### src/rtl/lfsr_stream_engine_pkg.sv
// Shared types and the single-step Fibonacci LFSR function for lfsr_stream_engine.
// Optional build macro used by the engine: LFSR_ZERO_RECOVER_EN.
package lfsr_pkg;

  localparam int LFSR_WIDTH_DEF    = 8;
  localparam int LFSR_OUT_BITS_DEF = 8;
  localparam int LFSR_LEN_W_DEF    = 16;

  // Widest state the step function handles; narrower states are zero-extended.
  localparam int LFSR_MAX_W = 64;
  localparam int LFSR_IDX_W = $clog2(LFSR_MAX_W);

  typedef enum logic {
    IDLE = 1'b0,
    RUN  = 1'b1
  } state_e;

  typedef struct packed {
    logic [LFSR_MAX_W-1:0] next;
    logic                  bit_out;
  } step_t;

  function automatic step_t lfsr_step(input logic [LFSR_MAX_W-1:0] s,
                                      input logic [LFSR_MAX_W-1:0] tap,
                                      input int unsigned           width);
    step_t                 r;
    logic [LFSR_MAX_W-1:0] mask;
    mask      = (width >= LFSR_MAX_W) ? '1 : ((LFSR_MAX_W'(1) << width) - LFSR_MAX_W'(1));
    r.bit_out = s[LFSR_IDX_W'(width - 1)];
    r.next    = ((s << 1) | LFSR_MAX_W'(^(s & tap & mask))) & mask;
    return r;
  endfunction

endpackage

### src/rtl/lfsr_stream_engine_if.sv
// Valid/ready stream carrying one random word per transfer.
interface lfsr_stream_if #(
  parameter int OUT_BITS = lfsr_pkg::LFSR_OUT_BITS_DEF
) ();

  logic                out_val;
  logic                out_rdy;
  logic [OUT_BITS-1:0] out_data;

  modport master (output out_val, output out_data, input  out_rdy);
  modport slave  (input  out_val, input  out_data, output out_rdy);

endinterface

### src/rtl/lfsr_stream_engine_word_gen.sv
// Combinational unroll of OUT_BITS LFSR steps: the emitted word (first bit in MSB)
// and the state after the last step.
module lfsr_word_gen
  import lfsr_pkg::*;
#(
  parameter int WIDTH    = LFSR_WIDTH_DEF,
  parameter int OUT_BITS = LFSR_OUT_BITS_DEF
) (
  input  logic [WIDTH-1:0]    state,
  input  logic [WIDTH-1:0]    tap,
  output logic [OUT_BITS-1:0] word,
  output logic [WIDTH-1:0]    next_state
);

  // NOTE: blocking assignments inside always_comb, and every output gets a
  // default before the loop so no path can leave a latch behind.
  always_comb begin
    step_t                 r;
    logic [LFSR_MAX_W-1:0] s;
    r    = '0;
    s    = LFSR_MAX_W'(state);
    word = '0;
    for (int i = 0; i < OUT_BITS; i++) begin
      r                    = lfsr_step(s, LFSR_MAX_W'(tap), WIDTH);
      word[OUT_BITS-1-i]   = r.bit_out;
      s                    = r.next;
    end
    next_state = s[WIDTH-1:0];
  end

endmodule

### src/rtl/lfsr_stream_engine.sv
// Burst/free-running LFSR word generator with a val/rdy output stream.
// Build macro LFSR_ZERO_RECOVER_EN adds the stuck output and all-zero state recovery.
module lfsr_stream_engine
  import lfsr_pkg::*;
#(
  parameter int WIDTH    = LFSR_WIDTH_DEF,
  parameter int OUT_BITS = LFSR_OUT_BITS_DEF,
  parameter int LEN_W    = LFSR_LEN_W_DEF
) (
  input  logic             clk,
  input  logic             rst,
  input  logic             start,
  input  logic             stop,
  input  logic [WIDTH-1:0] tap,
  input  logic [WIDTH-1:0] seed,
  input  logic [LEN_W-1:0] len,
  output logic             active,
  output logic             done,
`ifdef LFSR_ZERO_RECOVER_EN
  output logic             stuck,
`endif
  lfsr_stream_if.master    stream
);

  if (WIDTH < 2 || WIDTH > LFSR_MAX_W) begin : g_bad_width
    $error("lfsr_stream_engine: WIDTH out of range");
  end
  if (OUT_BITS < 1 || OUT_BITS > WIDTH) begin : g_bad_out_bits
    $error("lfsr_stream_engine: OUT_BITS out of range");
  end

  state_e              state;
  logic [WIDTH-1:0]    lfsr;
  logic [WIDTH-1:0]    tap_r;
  logic [WIDTH-1:0]    next_lfsr;
  logic [LEN_W-1:0]    count;
  logic [OUT_BITS-1:0] word;
  logic                val_r;
  logic                xfer;

  lfsr_word_gen #(
    .WIDTH    (WIDTH),
    .OUT_BITS (OUT_BITS)
  ) u_word_gen (
    .state      (lfsr),
    .tap        (tap_r),
    .word       (word),
    .next_state (next_lfsr)
  );

  // Data comes straight from the held state, so it cannot move during a stall.
  assign stream.out_data = word;
  assign stream.out_val  = val_r;
  assign xfer            = val_r && stream.out_rdy;

  // NOTE: all state here uses non-blocking assignments so every register
  // samples the pre-edge values regardless of statement order.
  always_ff @(posedge clk) begin
    if (rst) begin
      state  <= IDLE;
      lfsr   <= '0;
      tap_r  <= '0;
      count  <= '0;
      active <= 1'b0;
      val_r  <= 1'b0;
      done   <= 1'b0;
`ifdef LFSR_ZERO_RECOVER_EN
      stuck  <= 1'b0;
`endif
    end else begin
      done <= 1'b0;
      case (state)
        IDLE: begin
          if (start && !stop) begin
            lfsr   <= (seed == '0) ? WIDTH'(1) : seed;
            tap_r  <= tap;
            count  <= len;
            state  <= RUN;
            active <= 1'b1;
            val_r  <= 1'b1;
`ifdef LFSR_ZERO_RECOVER_EN
            stuck  <= 1'b0;
`endif
          end
        end

        RUN: begin
          if (xfer) begin
`ifdef LFSR_ZERO_RECOVER_EN
            if (next_lfsr == '0) begin
              lfsr  <= WIDTH'(1);
              stuck <= 1'b1;
            end else begin
              lfsr  <= next_lfsr;
            end
`else
            lfsr <= next_lfsr;
`endif
            if (count != '0) count <= count - LEN_W'(1);
          end
          // Completing the last word of a burst wins over a coincident stop.
          if (xfer && count == LEN_W'(1)) begin
            state  <= IDLE;
            active <= 1'b0;
            val_r  <= 1'b0;
            done   <= 1'b1;
          end else if (stop) begin
            state  <= IDLE;
            active <= 1'b0;
            val_r  <= 1'b0;
          end
        end

        default: begin
          state  <= IDLE;
          active <= 1'b0;
          val_r  <= 1'b0;
        end
      endcase
    end
  end

endmodule
### src/flat_wrapper.sv
// flat-port wrapper written by rule: the top's interface ports become plain ports
module lfsr_stream_engine_flat import lfsr_pkg::*;
#(
  parameter int WIDTH    = LFSR_WIDTH_DEF,
  parameter int OUT_BITS = LFSR_OUT_BITS_DEF,
  parameter int LEN_W    = LFSR_LEN_W_DEF
)
  (clk, rst, start, stop, tap, seed, len, active, done, stream_out_val, stream_out_data, stream_out_rdy);
  lfsr_stream_if #(.OUT_BITS(OUT_BITS)) stream_i ();
  input  logic clk;
  input  logic rst;
  input  logic start;
  input  logic stop;
  input  logic [WIDTH-1:0] tap;
  input  logic [WIDTH-1:0] seed;
  input  logic [LEN_W-1:0] len;
  output logic active;
  output logic done;
  output wire logic [$bits(stream_i.out_val)-1:0] stream_out_val;
  output wire logic [$bits(stream_i.out_data)-1:0] stream_out_data;
  input wire logic [$bits(stream_i.out_rdy)-1:0] stream_out_rdy;
  assign stream_out_val = stream_i.out_val;
  assign stream_out_data = stream_i.out_data;
  assign stream_i.out_rdy = stream_out_rdy;
  lfsr_stream_engine #(.WIDTH(WIDTH), .OUT_BITS(OUT_BITS), .LEN_W(LEN_W)) u_core (.clk(clk), .rst(rst), .start(start), .stop(stop), .tap(tap), .seed(seed), .len(len), .active(active), .done(done), .stream(stream_i));
endmodule
### config.mk
export PLATFORM = sky130hd
export DESIGN_NAME = lfsr_stream_engine_flat
export DESIGN_NICKNAME = d
export VERILOG_FILES = /design/src/rtl/lfsr_stream_engine_pkg.sv /design/src/rtl/lfsr_stream_engine_if.sv /design/src/rtl/lfsr_stream_engine_word_gen.sv /design/src/rtl/lfsr_stream_engine.sv /design/src/flat_wrapper.sv
export SDC_FILE = /design/constraint.sdc
export NUM_CORES = 1
export LEC_CHECK = 0
export ABC_AREA = 0
export CAP_MARGIN = 20
export CORE_ASPECT_RATIO = 0.7
export CORE_UTILIZATION = 25
export DETAILED_ROUTE_END_ITERATION = 6
export PLACE_DENSITY = 0.42
export SYNTH_ARGS = -nofsm -noshare
export SYNTH_HDL_FRONTEND = slang
export SYNTH_SLANG_ARGS = --single-unit
export TNS_END_PERCENT = 1
### constraint.sdc
create_clock -name clk -period 7.3 [get_ports clk]
set_input_delay 1.825 -clock clk [delete_from_list [all_inputs] [get_ports clk]]
set_output_delay 1.825 -clock clk [all_outputs]
set_load 0.01 [all_outputs]
==> impl_metrics.csv <==
group,metric,value,unit
status,status,"completed",
synthesis,yosys.area.top_type,"dfxtp_1",
placed_design,hpwl,7000,um
drt,drt_iter0_markers,269,
synthesis,yosys-top-cells-area,"dfxtp_1, nand2_1, xnor2_1",
sta,maxSlewHeadroom,41.2,%
critical_path,crit_path_end_kind,"register",
power_and_ir_drop,power.density,173,nW/um2
layout,diodes,0,
floorplanning,start_util,25.9,%
worst_hold_path,hp-class,"register to register",
layout,fill_cells,1263,
clock_network,htree_levels,2,
synthesis,synth-simple-area-share,27.5,%
flow_run,drv_cap,0,
floorplanning,rows,33,
global_route,gr-total-overflow,0,
sta,fmax,247,MHz
drt,first_pass_iters,4,
synthesis,synthFlopType,"dfxtp_1",
drt,num_vias,3039,
layout,syn_to_final_growth,22.8,%
synthesis,synthAdderAreaFrac,0.815,%
sta,hold_violations,0,
sta,period_share,55.5,%
critical_path,cp_data_required_time,7.46,ns
floorplanning,ios,48,
drt,drt-wirelength-per-cell,15.3,um
synthesis,syn_nets,464,
synthesis,synth_top_family_by_area,"simple AND/OR/NAND/NOR gates",
global_route,grt_pass1_wl,15300,um
layout,layout.cells.non_filler,613,
synthesis,synth_top_area_share,22.8,%
floorplanning,die_h,94.7,um
global_route,grt_usage,15.7,%
layout,multiInputGateArea,2130,um2
global_route,antenna_found_initial,0,
clock_network,clk_pin_slew,0.06,ns
layout,seq_area,701,um2
sta,setup_viol,0,
global_route,first_global_vias,2818,
synthesis,synth_xor_area_share,17.6,%
layout,layout-drive-gt1-share,6.58,%
clock_network,cts_buffer_depth,2,
sta,worst_slew_pin_slew,0.878,ns
power_and_ir_drop,leakagePower,0.00129,uW
floorplanning,die_area,12700,um2
placed_design,io_buffers,47,
synthesis,synth_compound_area_share,22.1,%
synthesis,ys_seq_elements,35,
layout,fin_area,3770,um2
placed_design,dpl.cell_count,604,
layout,fin_nets,494,
synthesis,synth_edf_count,0,
drt,ant_nets,0,
synthesis,syn-cell-area,3070,um2
critical_path,crit_fanout,14,
clock_network,clock_sinks,35,
sta,timing.hold.ws,0.536,ns
synthesis,synth-seq-area-share,22.8,%
clock_network,numCtsBuffers,5,
power_and_ir_drop,power.total,651,uW
critical_path,r2r_slack,3.25,ns
synthesis,synthArstFlopShare,0,%
power_and_ir_drop,irDropWorstVdd,0.0000890,V
drt,drc,0,
placed_design,gp_congestion,0.808,
global_route,grt_max_degree,40,
sta,setup-tns-final,0,ns
sta,skew,0.00394,ns
clock_network,post_cts_resized,0,
drt,wirelength,9390,um
clock_network,tritoncts,"yes",
synthesis,synthMuxAreaShare,1.30,%
sta,timing.final.crit_period,4.05,ns
critical_path,worstSetupStartpointType,"register",
clock_network,cts_hold_buf,0,
floorplanning,core_area,11900,um2
synthesis,synth.distinct_cells,64,
clock_network,cts_setup_buffers,0,
synthesis,postSynthCellCount,425,
sta,slew_violations,0,
synthesis,syn_avg_cell_area,7.22,um2
critical_path,cp.arrival,4.21,ns
placed_design,place_area,3570,um2
synthesis,ys_warn_count,0,
clock_network,cts_root_buf,"clkbuf_16",
clock_network,worstSkewPairLatency,0.28,ns
critical_path,setup.worst_path.class,"register to register",
drt,via_per_inst,4.96,
floorplanning,dieWidth,134,um
sta,grt_setup_unrepaired,"false",
## sequential cells by signal (all words and copies together) (netlist names)
signal and flops:
u_core.tap_r 8, u_core.done 1, u_core.lfsr 8, u_core.stream.out_val 1
u_core.count 16, u_core.state 1
## logic make-up after synthesis
logic type / Yosys count
AOI/OAI and AO/OA: 105
xor gates and xnor gates: 51
adders and majority gates: 2
buffers and inverters: 39
DFF: 35
muxes: 4
and+or+nand+nor: 189
## synthesized netlist by cell type, drive strengths merged, types with 6 or more instances
cell type,n
nand2,93
nor2,47
xnor2,37
dfxtp,35
a21oi,29
o21ai,24
clkbuf,20
nand3,13
nor3,13
a211oi,11
buf,10
xor2,9
inv,8
a22oi,7
o31ai,6
## layout make-up
cell class                      count  share of cell area (%)
Multi-Input combinational cell    351                    56.5
Sequential cell                    35                    18.6
Timing Repair Buffer               53                    13.7
Tap cell                          157                    5.21
Clock buffer                        5                    3.32
Clock inverter                      3                    1.79
Inverter                            9                   0.896
## path summary, 6_finish.rpt
| check | start | cells past startpoint | endpoint |
|---|---|---|---|
| worst min-delay path | u_core.count[10] | 2 | u_core.count[10] |
| worst max-delay path | u_core.tap_r[2] | 13 | u_core.lfsr[0] |
| worst min register to register | u_core.count[10] | 2 | u_core.count[10] |
| worst max register to register | u_core.tap_r[2] | 13 | u_core.lfsr[0] |
## layer usage
metal	wire length [um]	vias to the layer above	track usage, %	share of wire [%]
li1	-	1537	-	-
met1	5290	1411	24.4	56
met2	3480	86	21.8	37
met3	568	5	3.22	6.1
met4	53	0	2.81	0.56
met5	0	-	0	0
## power breakdown
group	leakage (uW)	internal (uW)	switching, uW
Sequential	0.000286	202	18.4
Clock	0.0000900	196	87.9
Combinational	0.000918	65.2	81.7
Total	0.00129	463	188
## cell usage in the layout, fill, tap and decap left out, types with 3 or more instances in the layout
| cell | instances |
|---|---|
| o21ai_0 | 19 |
| nand4_1 | 3 |
| a31oi_1 | 4 |
| mux2i_1 | 4 |
| inv_1 | 8 |
| xor2_1 | 9 |
| a21oi_1 | 28 |
| a211oi_1 | 11 |
| nor3_1 | 12 |
| dfxtp_1 | 35 |
| xnor3_1 | 3 |
| a22oi_1 | 7 |
| xnor2_2 | 3 |
| o211ai_1 | 3 |
| nand3_1 | 13 |
| clkdlybuf4s50_1 | 47 |
| nand2_1 | 91 |
| xnor2_1 | 34 |
| clkbuf_16 | 5 |
| nor2_1 | 47 |
| buf_4 | 6 |
| o21ai_1 | 3 |
| o31ai_1 | 6 |
## metrics by stage
stage | worst slack (ns) | util, %
2_1_floorplan | 4.04 | -
3_3_place_gp | 3.23 | 30.1
3_5_place_dp | 3.23 | 30.1
4_1_cts | 3.20 | 31.8
5_1_grt | 2.88 | 31.8
6_report | 3.25 | 31.8
## worst max-delay path, cell delays in order, from the launching register on
cell	delay, ns
dfxtp_1	0.64
nand2_1	0.13
xnor2_1	0.16
xnor2_1	0.24
xor2_1	0.73
a21oi_1	0.18
o311ai_0	0.37
a31oi_1	0.25
o21bai_1	0.17
or4b_1	0.45
o211a_1	0.16
mux2i_1	0.19
mux2i_1	0.21
nor2_1	0.06
(Power assumes the default switching activity.)
